$ cat src/rtl/spram_ctrl_pkg.sv
// spram_ctrl_pkg: shared state encodings and buffer depth for the SPRAM access controller
package spram_ctrl_pkg;
  typedef enum logic {ST_IDLE, ST_BURST} state_t;
  localparam int RSP_DEPTH = 2;
endpackage

$ cat src/rtl/sync_fifo2.sv
// sync_fifo2: two-entry synchronous FIFO with combinational head output
module sync_fifo2 #(
  parameter int width = 8
) (
  input  logic             clk,
  input  logic             rst_n,
  input  logic             push,
  input  logic             pop,
  input  logic [width-1:0] din,
  output logic [width-1:0] dout,
  output logic             full,
  output logic             empty,
  output logic [1:0]       count
);
  logic [width-1:0] r_mem [2];
  logic             r_wp, r_rp;
  logic [1:0]       r_cnt;
  logic             w_do_push, w_do_pop;
  assign full      = r_cnt == 2'd2;
  assign empty     = r_cnt == 2'd0;
  assign count     = r_cnt;
  assign dout      = r_mem[r_rp];
  // A simultaneous pop frees the slot, so a push into a full FIFO is legal then
  assign w_do_push = push & (!full | pop);
  assign w_do_pop  = pop & !empty;
  always_ff @(posedge clk or negedge rst_n)
    if (!rst_n) begin
      r_mem[0] <= '0;
      r_mem[1] <= '0;
      r_wp     <= 1'b0;
      r_rp     <= 1'b0;
      r_cnt    <= 2'd0;
    end else begin
      if (w_do_push) begin
        r_mem[r_wp] <= din;
        r_wp        <= !r_wp;
      end
      if (w_do_pop) r_rp <= !r_rp;
      r_cnt <= r_cnt + {1'b0, w_do_push} - {1'b0, w_do_pop};
    end
endmodule

$ cat src/rtl/spram_access_ctrl.sv
// spram_access_ctrl: single-word writes and credit-limited burst reads to a 1-cycle-latency SPRAM
module spram_access_ctrl
  import spram_ctrl_pkg::*;
#(
  parameter int aw = 12,
  parameter int dw = 32,
  parameter int lw = 8
) (
  input  logic          clk,
  input  logic          rst_n,
  input  logic          cmd_valid,
  output logic          cmd_ready,
  input  logic          cmd_we,
  input  logic [aw-1:0] cmd_addr,
  input  logic [lw-1:0] cmd_len,
  input  logic [dw-1:0] cmd_wdata,
  output logic          rsp_valid,
  input  logic          rsp_ready,
  output logic [dw-1:0] rsp_data,
  output logic          rsp_last,
  output logic          busy,
  output logic          mem_re,
  output logic          mem_we,
  output logic [aw-1:0] mem_addr,
  output logic [dw-1:0] mem_data,
  input  logic [dw-1:0] mem_q
);
  state_t        r_state, w_next;
  logic [aw-1:0] r_addr;
  logic [lw-1:0] r_rem;
  logic          r_inflight, r_tag_last;
  logic          w_wr, w_rd, w_pop, w_issue, w_full, w_empty;
  logic [1:0]    w_cnt;
  logic [2:0]    w_credit;
  logic [dw:0]   w_head;
  assign cmd_ready = rst_n & (r_state == ST_IDLE) & !r_inflight;
  assign w_wr      = cmd_valid & cmd_ready & cmd_we;
  assign w_rd      = cmd_valid & cmd_ready & !cmd_we;
  assign w_pop     = rsp_valid & rsp_ready;
  // Outstanding words (buffered plus in the RAM pipe) after this cycle's pop must leave a free slot
  assign w_credit  = {1'b0, w_cnt} + {2'b0, r_inflight} - {2'b0, w_pop};
  assign w_issue   = (r_state == ST_BURST) & (w_credit < 3'(RSP_DEPTH));
  assign mem_re    = w_issue;
  assign mem_we    = w_wr;
  assign mem_addr  = w_issue ? r_addr : w_wr ? cmd_addr : '0;
  assign mem_data  = w_wr ? cmd_wdata : '0;
  assign rsp_valid = !w_empty;
  assign rsp_data  = w_head[dw-1:0];
  assign rsp_last  = w_head[dw];
  assign busy      = (r_state != ST_IDLE) | r_inflight | !w_empty;
  always_comb
    w_next = w_rd ? ST_BURST : (w_issue && r_rem == '0) ? ST_IDLE : r_state;
  always_ff @(posedge clk or negedge rst_n)
    if (!rst_n) begin
      r_state    <= ST_IDLE;
      r_addr     <= '0;
      r_rem      <= '0;
      r_inflight <= 1'b0;
      r_tag_last <= 1'b0;
    end else begin
      r_state    <= w_next;
      r_inflight <= w_issue;
      if (w_rd) begin
        r_addr     <= cmd_addr;
        r_rem      <= cmd_len;
        r_tag_last <= 1'b0;
      end else if (w_issue) begin
        r_addr     <= r_addr + aw'(1);
        r_rem      <= r_rem - lw'(1);
        r_tag_last <= r_rem == '0;
      end
    end
  sync_fifo2 #(.width(dw + 1)) u_rsp_fifo (
    .clk   (clk),
    .rst_n (rst_n),
    .push  (r_inflight),
    .pop   (w_pop),
    .din   ({r_tag_last, mem_q}),
    .dout  (w_head),
    .full  (w_full),
    .empty (w_empty),
    .count (w_cnt)
  );
  a_no_overflow: assert property (@(posedge clk) disable iff (!rst_n) !(r_inflight && w_full && !w_pop));
endmodule

$ cat config.mk
export PLATFORM = sky130hd
export DESIGN_NAME = spram_access_ctrl
export DESIGN_NICKNAME = d
export VERILOG_FILES = /design/src/rtl/spram_ctrl_pkg.sv /design/src/rtl/sync_fifo2.sv /design/src/rtl/spram_access_ctrl.sv
export SDC_FILE = /design/constraint.sdc
export NUM_CORES = 1
export LEC_CHECK = 0
export ABC_CLOCK_PERIOD_IN_PS = 9500
export CELL_PAD_IN_SITES_DETAIL_PLACEMENT = 0
export CELL_PAD_IN_SITES_GLOBAL_PLACEMENT = 1
export CORE_MARGIN = 8
export CORE_UTILIZATION = 37
export CTS_CLUSTER_SIZE = 24
export DETAILED_ROUTE_END_ITERATION = 6
export PLACE_DENSITY = 0.95
export REMOVE_ABC_BUFFERS = 1
export SYNTH_ARGS = -nofsm -noshare
export SYNTH_HDL_FRONTEND = slang
export SYNTH_SLANG_ARGS = --single-unit
$ cat constraint.sdc
create_clock -name clk -period 9.5 [get_ports clk]
set_input_delay 1.9 -clock clk [delete_from_list [all_inputs] [get_ports clk]]
set_output_delay 1.9 -clock clk [all_outputs]
set_load 0.05 [all_outputs]
After elaboration in Yosys (flattened, before gate mapping) --
Cells that the tools add are included.
Storage, ports and cells: flip-flop bits (word level) 93, output and inout bits 82
Operators by class: muxes and demuxes 17, add/subtract/negate cells 6, equality and inequality tests 1, reductions and logical operators 12, bitwise operators 15, order comparisons 4
Operators by type and width (number):
- $mux 33 | 4
- $bwmux 66 | 1
- $mux 12 | 4
- $demux 33 s1 | 1
- $mux 32 | 1
- $mux 8 | 2
- $add 12x1->12 const B | 1
- $and 1x1->1 | 9
- $logic_not 8->1 | 1
- $sub 8x1->8 const B | 1
- $logic_not 1->1 | 6
- $ge 2x2->1 const B | 2
- $mux 1 | 4
- $not 1->2 | 2
- $reduce_bool 2->1 | 2
- $add 2x1->3 | 1
- $lt 3x2->1 const B | 1
- $or 1x1->1 | 3
- $sub 3x1->3 | 1
- $add 2x1->2 | 1
- $eq 2x2->1 const B | 1
- $logic_and 1x1->1 | 2
- $logic_not 2->1 | 1
- $lt 2x1->1 const B | 1
- other kinds (2) | 2

Depth between registers and ports, before layout --
Gate-level depths: netlist of the first run.
word-level depth 9, depth in mapped cells 13

Modules after synthesis --
From an unflattened synthesis of the first run, not the netlist that was laid out.
Second synthesis, totals: cell total of the unflattened synthesis 395, area, all modules 5097.4 um^2
Modules (own cells, without submodules):
- sync_fifo2 | cells an instance 194, seq. area each 1751.7 um^2, times used 1, area each 3316.9 um^2
- spram_access_ctrl | cells an instance 201, seq. area each 575.6 um^2, times used 1, area each 1780.5 um^2

Worst setup path after synthesis of the first run --
No wires, ideal clock.
path type input to output, start input port rsp_ready, end output port mem_addr[10], path slack 3388 ps, buffers on the path 3, required time 7600 ps, stages 11, arrival time 4212 ps, path through and2_1 -> ha_1 -> nand2b_1 -> fa_1 -> and2_1 -> buf_2 -> nand2_4 -> inv_2 -> buf_2 -> buf_6 -> a22o_1
On the way: word-level cells in the longest chain between the ends 5
Ends and longest elaborated chain:
- start: declaration | RTL line spram_access_ctrl.sv:18 | input logic rsp_ready,
- $and 1x1->1 | RTL line spram_access_ctrl.sv:39 | assign w_pop = rsp_valid & rsp_ready;
- $sub 3x1->3 | RTL line spram_access_ctrl.sv:41 | assign w_credit = {1'b0, w_cnt} + {2'b0, r_inflight} - {2'b0, w_pop};
- $lt 3x2->1 | RTL line spram_access_ctrl.sv:42 | assign w_issue = (r_state == ST_BURST) & (w_credit < 3'(RSP_DEPTH));
- $and 1x1->1 | RTL line spram_access_ctrl.sv:42
- net mem_re | RTL line spram_access_ctrl.sv:22 | output logic mem_re,
- $mux 12 | RTL line spram_access_ctrl.sv:45 | assign mem_addr = w_issue ? r_addr : w_wr ? cmd_addr : '0;
- end: declaration | RTL line spram_access_ctrl.sv:24 | output logic [aw-1:0] mem_addr,
The timed path passes the listed nets, and every way through them passes these cells.

Worst setup path after layout of the first run --
start input port rsp_ready, end output port mem_addr[0]
On the way: word-level cells in the longest chain between the ends 5
Ends and longest elaborated chain (RTL line):
- $and 1x1->1 | spram_access_ctrl.sv:39
- $sub 3x1->3 | spram_access_ctrl.sv:41
- $lt 3x2->1 | spram_access_ctrl.sv:42
- $and 1x1->1 | spram_access_ctrl.sv:42
- $mux 12 | spram_access_ctrl.sv:45
No other way between the ends.

==> reports/results.txt, run 1 <==
The run finished with clean final reports. Row generation in the floorplan step produced 41 rows. After detailed routing, the total wire length is 13.0 mm.

The tools report the launch point of the worst reg-to-reg path as u_rsp_fifo.count[1]. Biggest fanout along the worst timing path: 21. The synthesis-to-finish area growth was 45.7%. Counting buffers and inverters, the worst setup path is 10 cells deep. The async set-or-reset flop fraction in the synthesized netlist came out at 1.00.

For this design the top-level I/O count stands at 171. For flop-to-flop paths, the worst setup slack is 6.14 ns. The worst reg2reg path depth came out at 10.

The total count of hold-check failures in the final report is 0, and the diode insertion count for antenna repair is 0. At the end of routability-driven placement, the weighted congestion stood at 0.821. The highest metal layer with signal wires is met4. The top cell type by total area after synthesis was sky130_fd_sc_hd__dfrtp_1. Fraction of final layout cells with drive strength greater than 1: 0.180. The detailed router put a total of 5.56 mm of wire on met1.

In the routed design, unresolved DRC markers number 0. Setup violations remaining at the end of the flow were counted as 0. Once detail routing completed, the nets flagged for antenna violations numbered 0. The number of global-route vias before repair came out at 3968. Hold timing on the final database bottoms out at a slack of 0.480 ns. The proportion of netlist area held by the largest area contributor was 0.496; the max-slew violation count was 0. The number of DRC markers after the initial detailed-route iteration came out at 169. The post-route non-filler standard cell count was 722; the final total negative setup slack was 0 ns.

Data on the critical path is required at its endpoint by 7.60 ns. The cell area that synthesis handed to floorplanning was 4690 um2. The count of hold-fix buffers inserted at cts came out at 0. The CTS buffer count came out at 9. The starting density of the core is 0.375. Summed over all nets, wire length on met2 after detailed routing comes to 5.81 mm. The cell family contributing the most delay on the critical path is buffers and inverters.

The run gives 0.496 as the share of the yosys chip area belonging to registers. Data arrives at the worst endpoint at 5.30 ns. The floorplan die width works out to 129 um.

The first-pass iteration count of the detailed router was 4; the number of violations of the max-capacitance limit was 0. Setup repair after global routing left no endpoint under its margin. Final cycle utilization of the critical path: 0.758. In this run the critical register-to-register path is captured at r_rem[5].

The maximum number of pins on one net before global-route repair was 76; the average wire length per cell after detail routing was 18.0 um. The count of vias placed by the detailed router is 3657. Buffers placed on the I/O ports in this run total 170. The routed design could run at a clock period as short as 7.20 ns.

The H-tree was split into 3 levels. The maximum buffer depth of the clock tree is 2. Number of buffer and inverter stages on the critical path: 3.

The min-delay analysis places its worst path in the category flip-flop to flip-flop. The worst hold path cell count is 1, and the number of sinks on the clock net is 93. In this run, synthesis produced a sequential element count of 93. The startpoint identified for the worst hold timing path is u_rsp_fifo.r_mem[65].

The logs give 47 for the unique cell type count in the Yosys netlist and 12500 um2 for the core region area. Sorting the synthesized cells by area gives the leading types as sky130_fd_sc_hd__dfrtp_1, sky130_fd_sc_hd__mux2_2, sky130_fd_sc_hd__mux2_1. The relative slew slack came out at 0.226. After clock tree synthesis, the repair step resized 0 gates. For this run, the slowest stage of the critical path takes 0.82 ns. Count of synthesis-stage warnings from yosys: 0.

The average instance area after synthesis was 12.3 um2. Traced cell by cell, the critical path runs through clkdlybuf4s50_1, and2_1, ha_1, nand2b_1, fa_1, and2_1, nand2_4, inv_2, a22o_1, clkdlybuf4s50_1. The detailed placement HPWL was 9.75 mm. Root buffer cell: sky130_fd_sc_hd__clkbuf_16.

After the last flow step, the layout net total stands at 640. Summed over all cells, the static leakage comes to 2.79 nW. For this run, the top clock speed supported by timing is 139 MHz.

VDD sags by at most 0.111 mV. TritonCTS built the clock tree. For this run the aggregate overflow at the end of global routing stands at 0. The clock latency on the worst-skew pair is 0.33 ns. The primary flip-flop cell chosen by synthesis mapping is sky130_fd_sc_hd__dfrtp_1. Number of enable flip-flop cells after synthesis: 0.

The kind of end point of the critical path was a primary output. STA classifies the critical path startpoint as an input pin. On the critical path, the stage with the largest delay is an instance of sky130_fd_sc_hd__clkdlybuf4s50_1.

The number of antenna violations at the first check in global routing was 0; the clock transition at the registers of the reported paths was 0.07 ns. At the pin with the least slew margin, the transition time is 1.16 ns. The die is 129 um tall. By startpoint and endpoint, the worst setup path is classified as input pin to primary output. The run gives 0.158 as the combined global-route utilization of all metal layers. Dividing the detail-routed via count by the number of cells gives 5.07. The floorplan step defined a die boundary enclosing 16500 um2. The run gives 381 as the count of mapped cells out of synthesis.

Post-CTS timing repair inserted 0 buffers for setup. The worst hold path terminates at u_rsp_fifo.r_mem[65]. The fill cell total of the finished layout is 1079, and the worst-case clock skew is 0.00481 ns. The run gives 706 as the post-placement cell count. The first global-routing pass estimated 20.7 mm of wire. The total power density per cell area is 375 nW/um2. For the met3 routed wirelength, the log shows 1.45 mm.
==> routing by layer <==
layer  GRT usage  vias to the layer above
met5           0                        -
met4      0.0463                        0
met3      0.0757                       14
met2       0.254                      170
met1       0.183                     1773
li1            -                     1700
==> state kept, by name, indices dropped and copies added (netlist names) <==
| register | flops |
|---|---|
| u_rsp_fifo.r_mem | 66 |
| r_tag_last | 1 |
| r_addr | 12 |
| r_state | 1 |
| u_rsp_fifo.count | 2 |
| r_rem | 8 |
| r_inflight | 1 |
| u_rsp_fifo.r_wp | 1 |
| u_rsp_fifo.r_rp | 1 |
==> metrics by stage <==
step,cell area [um2],total power [mW],util,worst slack [ns]
4_1_cts,6840,2.60,0.547,2.27
6_report,6840,2.57,0.547,2.30
3_3_place_gp,6550,2.20,0.523,2.35
2_1_floorplan,4590,1.76,-,3.40
3_5_place_dp,6550,2.24,0.523,2.27
5_1_grt,6840,2.71,0.547,2.13
==> worst max path at each step <==
stage                          from           to  slack (ns)
after floorplan           rsp_ready  mem_addr[0]        3.40
after global placement    rsp_ready  mem_addr[0]        2.35
after detailed placement  rsp_ready  mem_addr[0]        2.27
after CTS                 rsp_ready  mem_addr[0]        2.27
after global routing      rsp_ready  mem_addr[5]        2.13
final                     rsp_ready  mem_addr[0]        2.30
==> layout make-up <==
type                    count  area [um2]  area share
flip-flops and latches     93        2330       0.340
multi-input cells         262        2250       0.330
repair buffers            174        1730       0.253
clock buffers              11         253      0.0369
well taps                 172         215      0.0315
clock inverters             5        43.8     0.00640
inverters                   5        18.8     0.00274
==> cells in the mapped netlist (all sizes together) (5+ instances only) <==
cell type,number
dfrtp,93
nor3,5
o21ai,11
clkbuf,6
and2,36
xor2,6
ha,5
mux2,99
o211ai,6
nand3,8
buf,15
a22o,12
xnor2,6
inv,5
nand2,22
==> power breakdown <==
group          internal (mW)  total [mW]  switching [mW]
Clock                  0.194       0.344           0.150
Combinational          0.606        1.49           0.887
Sequential             0.594       0.731           0.137
Total                   1.39        2.57            1.17
==> placed cells by master (no fill, tap or decap), types with 2 or more instances in the layout <==
| cell | instances |
|---|---|
| sky130_fd_sc_hd__xor2_1 | 6 |
| sky130_fd_sc_hd__buf_4 | 5 |
| sky130_fd_sc_hd__xnor2_1 | 5 |
| sky130_fd_sc_hd__nand3_1 | 8 |
| sky130_fd_sc_hd__nor3_1 | 5 |
| sky130_fd_sc_hd__clkbuf_8 | 2 |
| sky130_fd_sc_hd__o21ai_1 | 6 |
| sky130_fd_sc_hd__inv_1 | 4 |
| sky130_fd_sc_hd__or3_1 | 3 |
| sky130_fd_sc_hd__o211ai_1 | 6 |
| sky130_fd_sc_hd__o311ai_0 | 3 |
| sky130_fd_sc_hd__or4_1 | 3 |
| sky130_fd_sc_hd__and3_1 | 4 |
| sky130_fd_sc_hd__nand2_1 | 21 |
| sky130_fd_sc_hd__o21ai_0 | 5 |
| sky130_fd_sc_hd__a221o_1 | 3 |
| sky130_fd_sc_hd__a22o_1 | 12 |
| sky130_fd_sc_hd__dfrtp_1 | 93 |
| sky130_fd_sc_hd__ha_1 | 5 |
| sky130_fd_sc_hd__clkbuf_16 | 9 |
| sky130_fd_sc_hd__and2_1 | 36 |
| sky130_fd_sc_hd__mux2_1 | 30 |
| sky130_fd_sc_hd__nor2_1 | 3 |
| sky130_fd_sc_hd__clkdlybuf4s50_1 | 169 |
| sky130_fd_sc_hd__clkinv_4 | 2 |
| sky130_fd_sc_hd__nand4_1 | 4 |
| sky130_fd_sc_hd__mux2_2 | 69 |
| sky130_fd_sc_hd__or2_2 | 2 |
| sky130_fd_sc_hd__clkinvlp_4 | 2 |
| sky130_fd_sc_hd__nand2b_1 | 2 |
| sky130_fd_sc_hd__a22oi_1 | 4 |
==> worst reg2reg max path: stages, from the launching register on <==
cell	delay [ns]
sky130_fd_sc_hd__dfrtp_1	0.52
sky130_fd_sc_hd__or2_2	0.37
sky130_fd_sc_hd__and2_1	0.20
sky130_fd_sc_hd__ha_1	0.27
sky130_fd_sc_hd__nand2b_1	0.16
sky130_fd_sc_hd__fa_1	0.53
sky130_fd_sc_hd__and2_1	0.32
sky130_fd_sc_hd__nand2_4	0.14
sky130_fd_sc_hd__inv_2	0.32
sky130_fd_sc_hd__a21oi_1	0.12
sky130_fd_sc_hd__a221o_1	0.31
==> cells by family after synthesis <==
family                     after synthesis  share of synthesized area
xor gates and xnor gates                12                     0.0264
muxes                                   99                      0.237
AOI/OAI and AO/OA                       47                     0.0773
DFF                                     93                      0.496
buffers and inverters                   26                     0.0256
adders and majority gates                6                     0.0176
and+or+nand+nor                         98                      0.120
No activity file was read; power rests on OpenSTA's default activity.
==> run 2: changes to the inputs <==
--- a/config.mk
+++ b/config.mk
@@ -5,14 +5,14 @@
 export SDC_FILE = /design/constraint.sdc
 export NUM_CORES = 1
 export LEC_CHECK = 0
-export ABC_CLOCK_PERIOD_IN_PS = 9500
+export ABC_CLOCK_PERIOD_IN_PS = 7300
 export CELL_PAD_IN_SITES_DETAIL_PLACEMENT = 0
 export CELL_PAD_IN_SITES_GLOBAL_PLACEMENT = 1
 export CORE_MARGIN = 8
-export CORE_UTILIZATION = 37
+export CORE_UTILIZATION = 35
 export CTS_CLUSTER_SIZE = 24
 export DETAILED_ROUTE_END_ITERATION = 6
-export PLACE_DENSITY = 0.95
+export PLACE_DENSITY = 0.91
 export REMOVE_ABC_BUFFERS = 1
 export SYNTH_ARGS = -nofsm -noshare
 export SYNTH_HDL_FRONTEND = slang
==> constraint.sdc (replaced) <==
create_clock -name clk -period 7.3 [get_ports clk]
set_input_delay 1.46 -clock clk [delete_from_list [all_inputs] [get_ports clk]]
set_output_delay 1.46 -clock clk [all_outputs]
set_load 0.05 [all_outputs]
==> reports/results.txt, run 2 (synthesis results as in run 1) <==
The diode insertion count for antenna repair is 0, and the highest clock rate is 159 MHz. The port buffer count is 170, and the total count of hold-check failures in the final report is 0. Height of the die: 132 um. The run gives 0 as the setup fix buffers added after clock tree synthesis. The largest registers in the layout are u_rsp_fifo.r_mem (66), r_addr (12), r_rem (8). For hold timing, the worst endpoint is u_rsp_fifo.r_rp. Excluding fillers, the count of instances in the completed layout stands at 727. The worst path in the final design needs a cycle of 6.31 ns, including I/O delays and setup.

The first routing iteration left 190 violations. TritonCTS built the clock tree. The worst setup path is launched from an input pin. In this run the static leakage power is 2.82 nW.

Path category of the worst min-delay check: flip-flop to flip-flop. The final cycle utilization of the critical path is 0.864, and the number of violations of the max-capacitance limit is 0. At the later pin of the worst-skew pair, clock insertion delay measures 0.34 ns. The H-tree was split into 3 levels. The library cell used most frequently in the layout, excluding fill and tap cells, is sky130_fd_sc_hd__clkdlybuf4s50_1. The largest vdd supply drop came out at 0.191 mV.

The ratio of routed vias to standard cells came out at 5.00. Detailed placement ended at an HPWL of 9.86 mm. The sum of overflow across all layers after global routing was 0; the worst setup slack after layout was 0.994 ns.

The number of hold buffers added after CTS was 0. 171 I/O pins were placed. The top cell types in the final layout, fill and taps aside, are sky130_fd_sc_hd__clkdlybuf4s50_1, sky130_fd_sc_hd__dfrtp_1, sky130_fd_sc_hd__mux2_2. The maximum buffer depth of the clock tree is 2, and the synthesis-to-finish area growth is 46.6%. For the CTS buffer count, the log shows 9. Counting the fill cells in the layout gives 1122. Timing analysis after detailed placement gives a worst setup slack of 1.00 ns.

The run finished with clean final reports. The final total negative setup slack was 0 ns. The worst setup path is of the input pin to primary output kind. The worst register-to-register path has a setup slack of 3.94 ns. For the worst setup path, the data arrival time is 4.85 ns. The worst setup path is captured at a primary output.

The analysis attributes to net switching a power of 1.54 mW. Setup repair after global routing left no endpoint under its margin. In this run the core area contains 42 standard-cell rows. At the worst endpoint, the required time is 5.84 ns.

The share of power burned in the clock network was 0.151; the part of the total power dissipated in sequential elements was 0.276. The first global-routing pass estimated 21.8 mm of wire. Entering global routing, the biggest net connects 51 pins.

The run gives 4137 as the number of global-route vias before repair. The run gives 0.164 as the relative slew slack. Ranked by flip-flop count, first place goes to u_rsp_fifo.r_mem. The number of DRC violations after detailed routing was 0. The logs give 0.155 for the combined global-route utilization of all metal layers and 13.3 mm for the total wirelength of the detailed-routed design. The clock drives 93 sinks.

The number of flip-flops in the largest register is 66. After detailed routing, the average wire length per cell comes to 18.3 um. Clock-pin slew was measured on the worst setup and hold paths at 0.07 ns. The fraction of final layout cells with drive strength greater than 1 is 0.180. The tools report the root buffer cell as sky130_fd_sc_hd__clkbuf_16. The worst-case clock skew is 0.00688 ns. For the number of antenna violations at the first check in global routing, the log shows 0. Setup violations remaining at the end of the flow were counted as 0. The proportion of total power due to net switching is 0.453. The number of cells on the worst reg-to-reg path is 10. At the end of routability-driven placement, the weighted congestion stood at 0.760. The biggest fanout along the worst timing path works out to 21.

The capturing point of the worst reg2reg path was r_rem[5]. The worst hold path cell count came out at 1. For the pin with the worst max-slew slack, the measured transition is 1.25 ns. The internal power of the cells is 1.86 mW. The region available for standard cell placement spans 13200 um2.

In this run, placement finished with an instance count of 711. Dividing total power by cell area gives a power density of 495 nW/um2. For this run, the post-layout net count is 641.

Once the clock tree was built, the resizer swapped 0 gates to a different size. Once placement finished, the instance area stood at 6560 um2. For the power consumption, the log shows 3.41 mW. For the remaining antenna violation count, the log shows 0.

The run gives 0 as the max-slew violation count. The final route contains 3637 vias. After routing the design area is 6880 um2.

The first TritonRoute pass finished after 4 iterations. The tools report the origin of the worst min-delay path as u_rsp_fifo.r_rp. The run gives 0.356 as the starting density of the core. The floorplan step set the die width to 132 um. The tools report the launch point of the worst reg-to-reg path as u_rsp_fifo.count[1]. The floorplan step defined a die boundary enclosing 17400 um2.

For the proportion of power drawn by combinational gates, the log shows 0.573.
## run 2: cell count changes in the layout (fill, tap and decap cells not counted), sizes merged
cell and change:
clkbuf -1, buf +1, inv +1, bufinv +2, clkinvlp -2
## run 2: power groups by stage
| stage | Sequential [mW] | Combinational [mW] | Clock (mW) |
|---|---|---|---|
| floorplan | 0.915 | 1.37 | 0 |
| global placement | 0.929 | 1.93 | 0 |
| detailed placement | 0.946 | 1.96 | 0 |
| CTS | 0.939 | 1.97 | 0.523 |
| global route | 0.979 | 2.08 | 0.547 |
| finish | 0.941 | 1.95 | 0.513 |
## run 2: worst max-delay path, cell delays in order
cell                              delay (ns)
sky130_fd_sc_hd__clkdlybuf4s50_1        0.49
sky130_fd_sc_hd__and2_1                 0.18
sky130_fd_sc_hd__ha_1                   0.23
sky130_fd_sc_hd__nand2b_1               0.15
sky130_fd_sc_hd__fa_1                   0.52
sky130_fd_sc_hd__and2_1                 0.32
sky130_fd_sc_hd__nand2_4                0.14
sky130_fd_sc_hd__inv_2                  0.33
sky130_fd_sc_hd__a22o_1                 0.20
sky130_fd_sc_hd__clkdlybuf4s50_1        0.82
## run 2: layer usage
| metal | global-route usage | vias up | routed length [um] |
|---|---|---|---|
| li1 | - | 1704 | - |
| met1 | 0.177 | 1745 | 5640 |
| met2 | 0.248 | 176 | 5900 |
| met3 | 0.0896 | 12 | 1640 |
| met4 | 0.0325 | 0 | 111 |
| met5 | 0 | - | 0 |
## run 2: worst max-delay path by stage
stage	start	cells past startpoint	slack [ns]	to
detailed placement	rsp_ready	10	1.00	mem_addr[10]
CTS	rsp_ready	10	0.99	mem_addr[10]
global route	rsp_ready	10	0.82	mem_addr[2]
finish	rsp_ready	10	0.99	mem_addr[10]
floorplan	rsp_ready	8	2.08	mem_addr[0]
global placement	rsp_ready	10	1.04	mem_addr[10]
## run 2: area by class of cell
class                           count  area [um2]  area share
Inverter                            5        18.8     0.00273
Clock inverter                      6        95.1      0.0138
Tap cell                          176         220      0.0320
Multi-Input combinational cell    262        2250       0.328
Timing Repair Buffer              175        1740       0.252
Clock buffer                       10         229      0.0333
Sequential cell                    93        2330       0.338
## run 2: metrics by stage
step | hold WS, ns | utilization
floorplan | 0.454 | -
global placement | 0.462 | 0.497
detailed placement | 0.466 | 0.497
CTS | 0.475 | 0.522
global route | 0.493 | 0.522
finish | 0.475 | 0.522
==> run 3: changes to the inputs <==
--- a/config.mk
+++ b/config.mk
@@ -12,6 +12,7 @@
 export CORE_UTILIZATION = 35
 export CTS_CLUSTER_SIZE = 24
 export DETAILED_ROUTE_END_ITERATION = 6
+export GPL_ROUTABILITY_DRIVEN = 0
 export PLACE_DENSITY = 0.91
 export REMOVE_ABC_BUFFERS = 1
 export SYNTH_ARGS = -nofsm -noshare
==> results of run 3 <==
Final layout, timing and power as in run 2 (identical DEF).
